`config.mk`:
```
export PLATFORM = sky130hd
export DESIGN_NAME = booth_simd_multiplier
export DESIGN_NICKNAME = d
export VERILOG_FILES = /design/src/rtl/booth_simd_multiplier.sv
export SDC_FILE = /design/constraint.sdc
export NUM_CORES = 1
export LEC_CHECK = 0
export BUFFER_PORTS_ARGS = -buffer_cell sky130_fd_sc_hd__buf_2
export CORE_UTILIZATION = 25
export DETAILED_ROUTE_END_ITERATION = 10
export PLACE_DENSITY = 0.49
export SYNTH_ARGS = -nofsm -noshare
export SYNTH_HDL_FRONTEND = slang
export SYNTH_SLANG_ARGS = --single-unit
```
`constraint.sdc`:
```
create_clock -name clk_i -period 7.8 [get_ports clk_i]
set_clock_uncertainty 0.15 [all_clocks]
set_input_delay 0.39 -clock clk_i [delete_from_list [all_inputs] [get_ports clk_i]]
set_output_delay 0.39 -clock clk_i [all_outputs]
set_load 0.005 [all_outputs]
```
`src/rtl/booth_simd_multiplier.sv`:
```
// Sequential radix-2 Booth multiplier with SIMD lane modes.
// Mode 0 multiplies lane 0 only, mode 1 runs every lane as an independent
// LANE_W x LANE_W product, mode 2 forms one DW x DW product, mode 3 is
// reported as illegal. One transaction is in flight at a time.
//
// Handshake: an input transaction is taken at a rising edge where
// in_valid_i & in_ready_o; a result is consumed at a rising edge where
// out_valid_o & out_ready_i. in_ready_o is high only in IDLE, and
// product_o / illegal_o stay stable while out_valid_o is high.
module booth_simd_multiplier #(
  parameter int LANE_W = 8,
  parameter int LANES  = 2
) (
  input  logic                          clk_i,
  input  logic                          reset_ni,
  input  logic                          in_valid_i,
  output logic                          in_ready_o,
  input  logic [1:0]                    mode_i,
  input  logic                          signed_i,
  input  logic [LANES*LANE_W-1:0]       multiplicand_i,
  input  logic [LANES*LANE_W-1:0]       multiplier_i,
  output logic                          out_valid_o,
  input  logic                          out_ready_i,
  output logic [2*LANES*LANE_W-1:0]     product_o,
  output logic                          illegal_o,
  output logic [1:0]                    state_o
);

  localparam int DW = LANES * LANE_W;
  localparam int CW = $clog2(DW + 1);

  typedef enum logic [1:0] {IDLE = 2'd0, BUSY = 2'd1, DONE = 2'd2} state_t;

  state_t          state;
  logic [CW-1:0]   cnt;
  logic            full_mode;
  logic            lane0_only;

  // Full-width engine: {hi, q, qm1} shifts right once per iteration.
  // Operands carry one extra bit so unsigned values become non-negative
  // signed values and the most-negative signed case cannot overflow.
  logic [DW:0]     full_m;
  logic [DW:0]     full_hi;
  logic [DW:0]     full_q;
  logic            full_qm1;
  logic [DW+1:0]   full_sum;
  logic [DW:0]     full_hi_nxt;
  logic [DW:0]     full_q_nxt;
  logic [2*DW-1:0] full_pack;

  // Per-lane engines, same structure at LANE_W+1 bits.
  logic [LANE_W:0]   lane_m      [LANES];
  logic [LANE_W:0]   lane_hi     [LANES];
  logic [LANE_W:0]   lane_q      [LANES];
  logic              lane_qm1    [LANES];
  logic [LANE_W+1:0] lane_sum    [LANES];
  logic [LANE_W:0]   lane_hi_nxt [LANES];
  logic [LANE_W:0]   lane_q_nxt  [LANES];
  logic [2*DW-1:0]   lane_pack;

  logic [CW-1:0]   last_cnt;

  assign in_ready_o = (state == IDLE);
  assign state_o    = state;
  assign last_cnt   = full_mode ? CW'(DW) : CW'(LANE_W);

  // One Booth step of the full-width engine; the sum is one bit wider so
  // the arithmetic right shift keeps the exact value.
  always_comb begin
    full_sum = {full_hi[DW], full_hi};
    case ({full_q[0], full_qm1})
      2'b01:   full_sum = {full_hi[DW], full_hi} + {full_m[DW], full_m};
      2'b10:   full_sum = {full_hi[DW], full_hi} - {full_m[DW], full_m};
      default: full_sum = {full_hi[DW], full_hi};
    endcase
    full_hi_nxt = full_sum[DW+1:1];
    full_q_nxt  = {full_sum[0], full_q[DW:1]};
    full_pack   = {full_hi_nxt[DW-2:0], full_q_nxt};
  end

  // One Booth step per lane; each lane packs into its own 2*LANE_W field
  // so nothing carries across lane boundaries. Mode 0 blanks lanes > 0.
  always_comb begin
    lane_pack = '0;
    for (int k = 0; k < LANES; k++) begin
      case ({lane_q[k][0], lane_qm1[k]})
        2'b01:   lane_sum[k] = {lane_hi[k][LANE_W], lane_hi[k]} + {lane_m[k][LANE_W], lane_m[k]};
        2'b10:   lane_sum[k] = {lane_hi[k][LANE_W], lane_hi[k]} - {lane_m[k][LANE_W], lane_m[k]};
        default: lane_sum[k] = {lane_hi[k][LANE_W], lane_hi[k]};
      endcase
      lane_hi_nxt[k] = lane_sum[k][LANE_W+1:1];
      lane_q_nxt[k]  = {lane_sum[k][0], lane_q[k][LANE_W:1]};
      if (!(lane0_only && k != 0)) begin
        lane_pack[2*LANE_W*k +: 2*LANE_W] = {lane_hi_nxt[k][LANE_W-2:0], lane_q_nxt[k]};
      end
    end
  end

  // Control FSM plus engine registers; all outputs are registered here.
  always_ff @(posedge clk_i or negedge reset_ni) begin
    if (!reset_ni) begin
      state       <= IDLE;
      cnt         <= '0;
      full_mode   <= 1'b0;
      lane0_only  <= 1'b0;
      out_valid_o <= 1'b0;
      illegal_o   <= 1'b0;
      product_o   <= '0;
      full_m      <= '0;
      full_hi     <= '0;
      full_q      <= '0;
      full_qm1    <= 1'b0;
      for (int k = 0; k < LANES; k++) begin
        lane_m[k]   <= '0;
        lane_hi[k]  <= '0;
        lane_q[k]   <= '0;
        lane_qm1[k] <= 1'b0;
      end
    end else begin
      case (state)
        IDLE: begin
          if (in_valid_i) begin
            if (mode_i == 2'd3) begin
              state       <= DONE;
              out_valid_o <= 1'b1;
              illegal_o   <= 1'b1;
              product_o   <= '0;
            end else begin
              state      <= BUSY;
              cnt        <= '0;
              full_mode  <= (mode_i == 2'd2);
              lane0_only <= (mode_i == 2'd0);
              full_m     <= {signed_i & multiplicand_i[DW-1], multiplicand_i};
              full_q     <= {signed_i & multiplier_i[DW-1], multiplier_i};
              full_hi    <= '0;
              full_qm1   <= 1'b0;
              for (int k = 0; k < LANES; k++) begin
                lane_m[k]   <= {signed_i & multiplicand_i[LANE_W*(k+1)-1],
                                multiplicand_i[LANE_W*k +: LANE_W]};
                lane_q[k]   <= {signed_i & multiplier_i[LANE_W*(k+1)-1],
                                multiplier_i[LANE_W*k +: LANE_W]};
                lane_hi[k]  <= '0;
                lane_qm1[k] <= 1'b0;
              end
            end
          end
        end
        BUSY: begin
          full_hi  <= full_hi_nxt;
          full_q   <= full_q_nxt;
          full_qm1 <= full_q[0];
          for (int k = 0; k < LANES; k++) begin
            lane_hi[k]  <= lane_hi_nxt[k];
            lane_q[k]   <= lane_q_nxt[k];
            lane_qm1[k] <= lane_q[k][0];
          end
          if (cnt == last_cnt) begin
            state       <= DONE;
            out_valid_o <= 1'b1;
            illegal_o   <= 1'b0;
            product_o   <= full_mode ? full_pack : lane_pack;
          end else begin
            cnt <= cnt + 1'b1;
          end
        end
        DONE: begin
          if (out_ready_i) begin
            state       <= IDLE;
            out_valid_o <= 1'b0;
          end
        end
        default: state <= IDLE;
      endcase
    end
  end

endmodule

```
# ---- After elaboration in Yosys (flattened, before gate mapping)
# Index checks and enable logic that the tools add are counted.
dict set report word_totals {
  ff_bits 151
  latchBits 0
  ram_bits 0
  mem_bits_ro 0
  inputBits 39
  output_inout_bits 37
  word_cells 111
  mem_count 0
}
dict set report op_classes {
  add_sub_neg 7
  multipliers 0
  div_mod_pow 0
  n_lt_le_gt_ge 0
  eq_ne 20
  shift 0
  mux 44
  bitwise 5
  reduce_logical 13
}
# op n
set ops {}
lappend ops {{$mux 32} 4}
lappend ops {{$pmux 18 s2} 3}
lappend ops {{$mux 18} 4}
lappend ops {{$mux 17} 4}
lappend ops {{$pmux 17 s2} 2}
lappend ops {{$pmux 32 s2} 1}
lappend ops {{$pmux 10 s2} 2}
lappend ops {{$add 9x9->10} 2}
lappend ops {{$mux 5} 4}
lappend ops {{$reduce_and 4->1} 5}
lappend ops {{$sub 9x9->10} 2}
lappend ops {{$add 17x17->18} 1}
lappend ops {{$sub 17x17->18} 1}
lappend ops {{$mux 16} 1}
lappend ops {{$eq 2x2->1 const B} 6}
lappend ops {{$mux 2} 6}
lappend ops {{$ne 2x2->1 const B} 5}
lappend ops {{$pmux 5 s2} 1}
lappend ops {{$ne 3x1->1 const B} 3}
lappend ops {{$reduce_and 3->1} 3}
lappend ops {{$eq 2x1->1 const B} 4}
lappend ops {{$mux 1} 7}
lappend ops {{$pmux 2 s3} 1}
lappend ops {{$add 5x1->5 const B} 1}
lappend ops {{11 further kinds} 16}

# ---- Logic depth before layout (Yosys ltp)
dict set report logic_depth {
  ltp_word 6
  depth_mapped 16
  depth_no_buf 15
}

# ---- Worst setup path before layout
# No wires, ideal clock.
dict set report synth_path {
  kind {register -> register}
  startpoint {register full_m[0]}
  endpoint {register full_hi[16]}
  setup_time_ps 79
  t_arrival_ps 3409
  required_time_ps 7571
  setup_slack_ps 4162
  stages_incl_launch_ff 16
  n_path_buf 1
  synth_period_minus_slack_ps 3638
  cell_sequence {dfrtp_1 -> inv_1 -> ha_1 -> nor3b_1 -> nor3b_1 -> nor3b_2 -> a21oi_1 -> xnor2_1 -> ha_1 -> clkbuf_8 -> a21oi_1 -> o21ai_0 -> or3_1 -> o21ai_0 -> mux2i_1 -> mux2i_1}
}
dict set report synth_between {
  elab_chain_cells 3
  elab_cells_between_ends 4
  cone_classes {add/sub: 2; mux: 2}
}
# item line_no
set synth_lines {}
lappend synth_lines {{start, declared} 42} ;# logic [DW:0] full_m;
lappend synth_lines {{start signal, assigned} 133} ;# full_m <= {signed_i & multiplicand_i[DW-1], multiplicand_i};
lappend synth_lines {{$sub 17x17->18 or $add 17x17->18 (tied branches)} {73, 72}}
lappend synth_lines {{$pmux 18 s2 *} 71} ;# case ({full_q[0], full_qm1})
lappend synth_lines {{$pmux 17 s2 *} 120} ;# case (state)
lappend synth_lines {{end signal, assigned} 149} ;# full_hi <= full_hi_nxt;
lappend synth_lines {{end, declared} 43} ;# logic [DW:0] full_hi;
# Every way passes the cells marked *; elsewhere a longest branch is shown, timed or not.
# A chain may end at the register's enable or synchronous reset.

# ---- Final worst setup path
# Same ends and word-level chain as after synthesis.

==> qor.yml <==
crit_slowest_cell: "nor3b_2"
synth_area_sq_um: 8230
synth_edf_count: 0
wl_met1_microns: 11600
finalCritPeriodShare_pct: 52.9
ant_nets: 0
layout.nets: 1025
htree_levels: 4
worstSetupStartpointType: "register"
grt_max_degree: 80
core_area_sq_um: 32500
worstHoldPathCells: 3
drcViolationCount: 0
fmax_mhz: 243
syn_to_final_growth_pct: 18.0
finish.utilization_pct: 29.9
synth_top_area_cell: "dfrtp_1"
final_common_cell: "dfrtp_1"
antennaDiodeCount: 0
max-cap-violations: 0
vias: 6866
cp-end-kind: "register"
critical_path_class: "register to register"
grt_antenna_before_repair: 0
wl_microns: 24200
max_stage_delay_ps: 460
hold_end: "full_m[13]$_DFFE_PN0P_"
highest_layer: "met4"
cts_tree: "done"
rows: 66
hp-class: "primary input to register"
holdWs_ps: 7.20
syn_nets: 972
path_cells: "inv_1 -> ha_1 -> nor3b_1 -> nor3b_1 -> nor3b_2 -> a21oi_1 -> xnor2_1 -> ha_1 -> a21oi_1 -> o21ai_0 -> or3_1 -> o21ai_0 -> mux2i_1 -> mux2i_1"
path_clk_slew_ps: 70
setup_tns_ps: 0
finalSetupViolations: 0
mostFrequentLayoutCells: "dfrtp_1 (134), nand2_1 (129), buf_2 (74), o21ai_0 (61), nor2_1 (56)"
overflow: 0
status: "finished clean"
synthFlopType: "dfrtp_1"
routedWlPerCell_microns: 17.3
layout.cells.non_filler: 1396
cts_buffers: 17
worst_slew_pin_slew_ps: 1130
critPathMaxFanout: 8
hpwl_microns: 17200
avgSynthCellArea_sq_um: 9.27
crit_arrival_ps: 4320
hold_viol_final: 0
crit_required_ps: 8000
min_period_ps: 4120
viasPerCell: 4.92
place_inst: 1360
ys_warn_count: 0
synth-async-reset-ratio_pct: 100
crit_start: "full_m[0]$_DFFE_PN0P_"
synthesis.instances: 888
regToRegSetupSlack_ps: 3680
grt_pass1_wl_microns: 38800
cts_sinks: 134
layout-drive-gt1-share_pct: 14.9
boundaryPins: 76
timing.rr.end: "full_hi[16]$_DFFE_PN0P_"
dieArea_sq_um: 33700
synth.distinct_cells: 74
die_h_microns: 183
wl_met2_microns: 11500
root_buffer: "clkbuf_16"
start_util_pct: 25.4
die_x_microns: 183
min_from: "multiplicand_i[13]"
rr_worst_depth: 14
io_buffers: 75
max_slew_margin_pct: 24.7
grt_use_total_pct: 14.9
synth_seq_cells: 134
drtIter0Drc: 513
grt_pass1_vias: 6829
synth.area.top_cells: "dfrtp_1 (41%), ha_1 (6.4%), nand2_1 (5.9%), xnor2_1 (4.2%), a221o_1 (3.9%)"
ys_seq_area_share_pct: 40.7
met3_length_microns: 711
slew_violations: 0
gp_congestion: 0.846
grt_setup_unrepaired: "no"
dr.pass1.iters: 5
synth.top_cell.area_share_pct: 40.7
insertion_delay_ps: 430
r2r_start: "full_m[0]$_DFFE_PN0P_"
cts_buffer_depth: 2
==> logic make-up (layout without fill, tap and decap cells) <==
logic type                 after synthesis  in the layout  synth area share (%)
buffers and inverters                   82            148                  3.95
adders and majority gates               45             45                  7.11
and+or+nand+nor                        285            285                  16.2
AOI/OAI and AO/OA                      261            261                  22.8
muxes                                   29             29                  3.65
xor gates and xnor gates                52             52                  5.53
DFF                                    134            134                  40.7
==> flip-flops by register name (all words and copies together) (netlist names) <==
signal	flops
state_o	2
full_q	17
lane_qm1	2
lane_q	10
full_hi	17
out_valid_o	1
lane_m	2
lane_pack	8
full_qm1	1
illegal_o	1
lane_hi	18
product_o	32
full_m	16
cnt	5
lane0_only	1
full_mode	1
==> Yosys cell counts, types with 5 or more instances <==
| library cell | count |
|---|---|
| dfrtp_1 | 134 |
| nor3_1 | 11 |
| o21a_1 | 7 |
| nand3_1 | 11 |
| or3_1 | 7 |
| ha_1 | 42 |
| o21ai_0 | 61 |
| xor2_1 | 13 |
| nand4_1 | 6 |
| a32oi_1 | 16 |
| nand2_1 | 129 |
| a221o_1 | 32 |
| and2_1 | 22 |
| nor2b_1 | 7 |
| buf_2 | 5 |
| inv_1 | 27 |
| nand2b_1 | 10 |
| a21oi_1 | 40 |
| o21ai_1 | 6 |
| mux2i_1 | 21 |
| mux2_2 | 8 |
| xnor2_1 | 39 |
| nor2_1 | 57 |
| a22o_1 | 13 |
| a31oi_1 | 6 |
| a22oi_1 | 11 |
| clkbuf_1 | 45 |
| o31ai_1 | 22 |
| nor3b_1 | 6 |
| a21o_1 | 9 |
==> worst max path at each step <==
stage	to	cells after the start	slack (ps)
final	full_hi[16]$_DFFE_PN0P_	14	3680
after CTS	full_hi[16]$_DFFE_PN0P_	14	3670
after floorplan	full_hi[16]$_DFFE_PN0P_	15	4160
after global placement	full_hi[16]$_DFFE_PN0P_	14	3760
after detailed placement	full_hi[16]$_DFFE_PN0P_	14	3690
after global routing	full_hi[16]$_DFFE_PN0P_	14	3330
==> stage by stage <==
stage               setup slack, ps  instance area [sq um]
global route                   3330                   9710
floorplan                      4160                   8230
global placement               3760                   9050
finish                         3680                   9710
CTS                            3670                   9710
detailed placement             3690                   9050
==> critical path, delay by kind of cell, from the launching register on <==
kind | cells | cell delay, ps
muxes | 2 | 450
adders and majority gates | 2 | 570
DFF | 1 | 420
xor gates and xnor gates | 1 | 170
AOI/OAI and AO/OA | 4 | 760
and+or+nand+nor | 4 | 1450
buffers and inverters | 1 | 90
==> cell type report <==
class / instances / area, sq um
clock buffer: 17 / 425
clock inverter: 15 / 201
fill: 3456 / 22700
inverter: 27 / 101
multi-input combinational: 672 / 4580
sequential: 134 / 3350
tap: 442 / 553
timing repair buffer: 89 / 497
==> routing by layer <==
metal | global-route usage, % | vias to the layer above
met5 | 0 | -
met4 | 3.87 | 0
met3 | 2.42 | 23
met2 | 24.6 | 130
met1 | 20.2 | 3374
li1 | - | 3339
==> timing repair <==
| action | CTS | global route |
|---|---|---|
| buffers inserted | 0 | 0 |
| hold endpoints to repair | 81 | 0 |
| resized for setup | 0 | 0 |
| setup endpoints to repair | 0 | 0 |
| hold buffers | 4 | 0 |
Power is not shown: default switching activity piles up to over one toggle a cycle in this logic, so the estimate is an artifact.
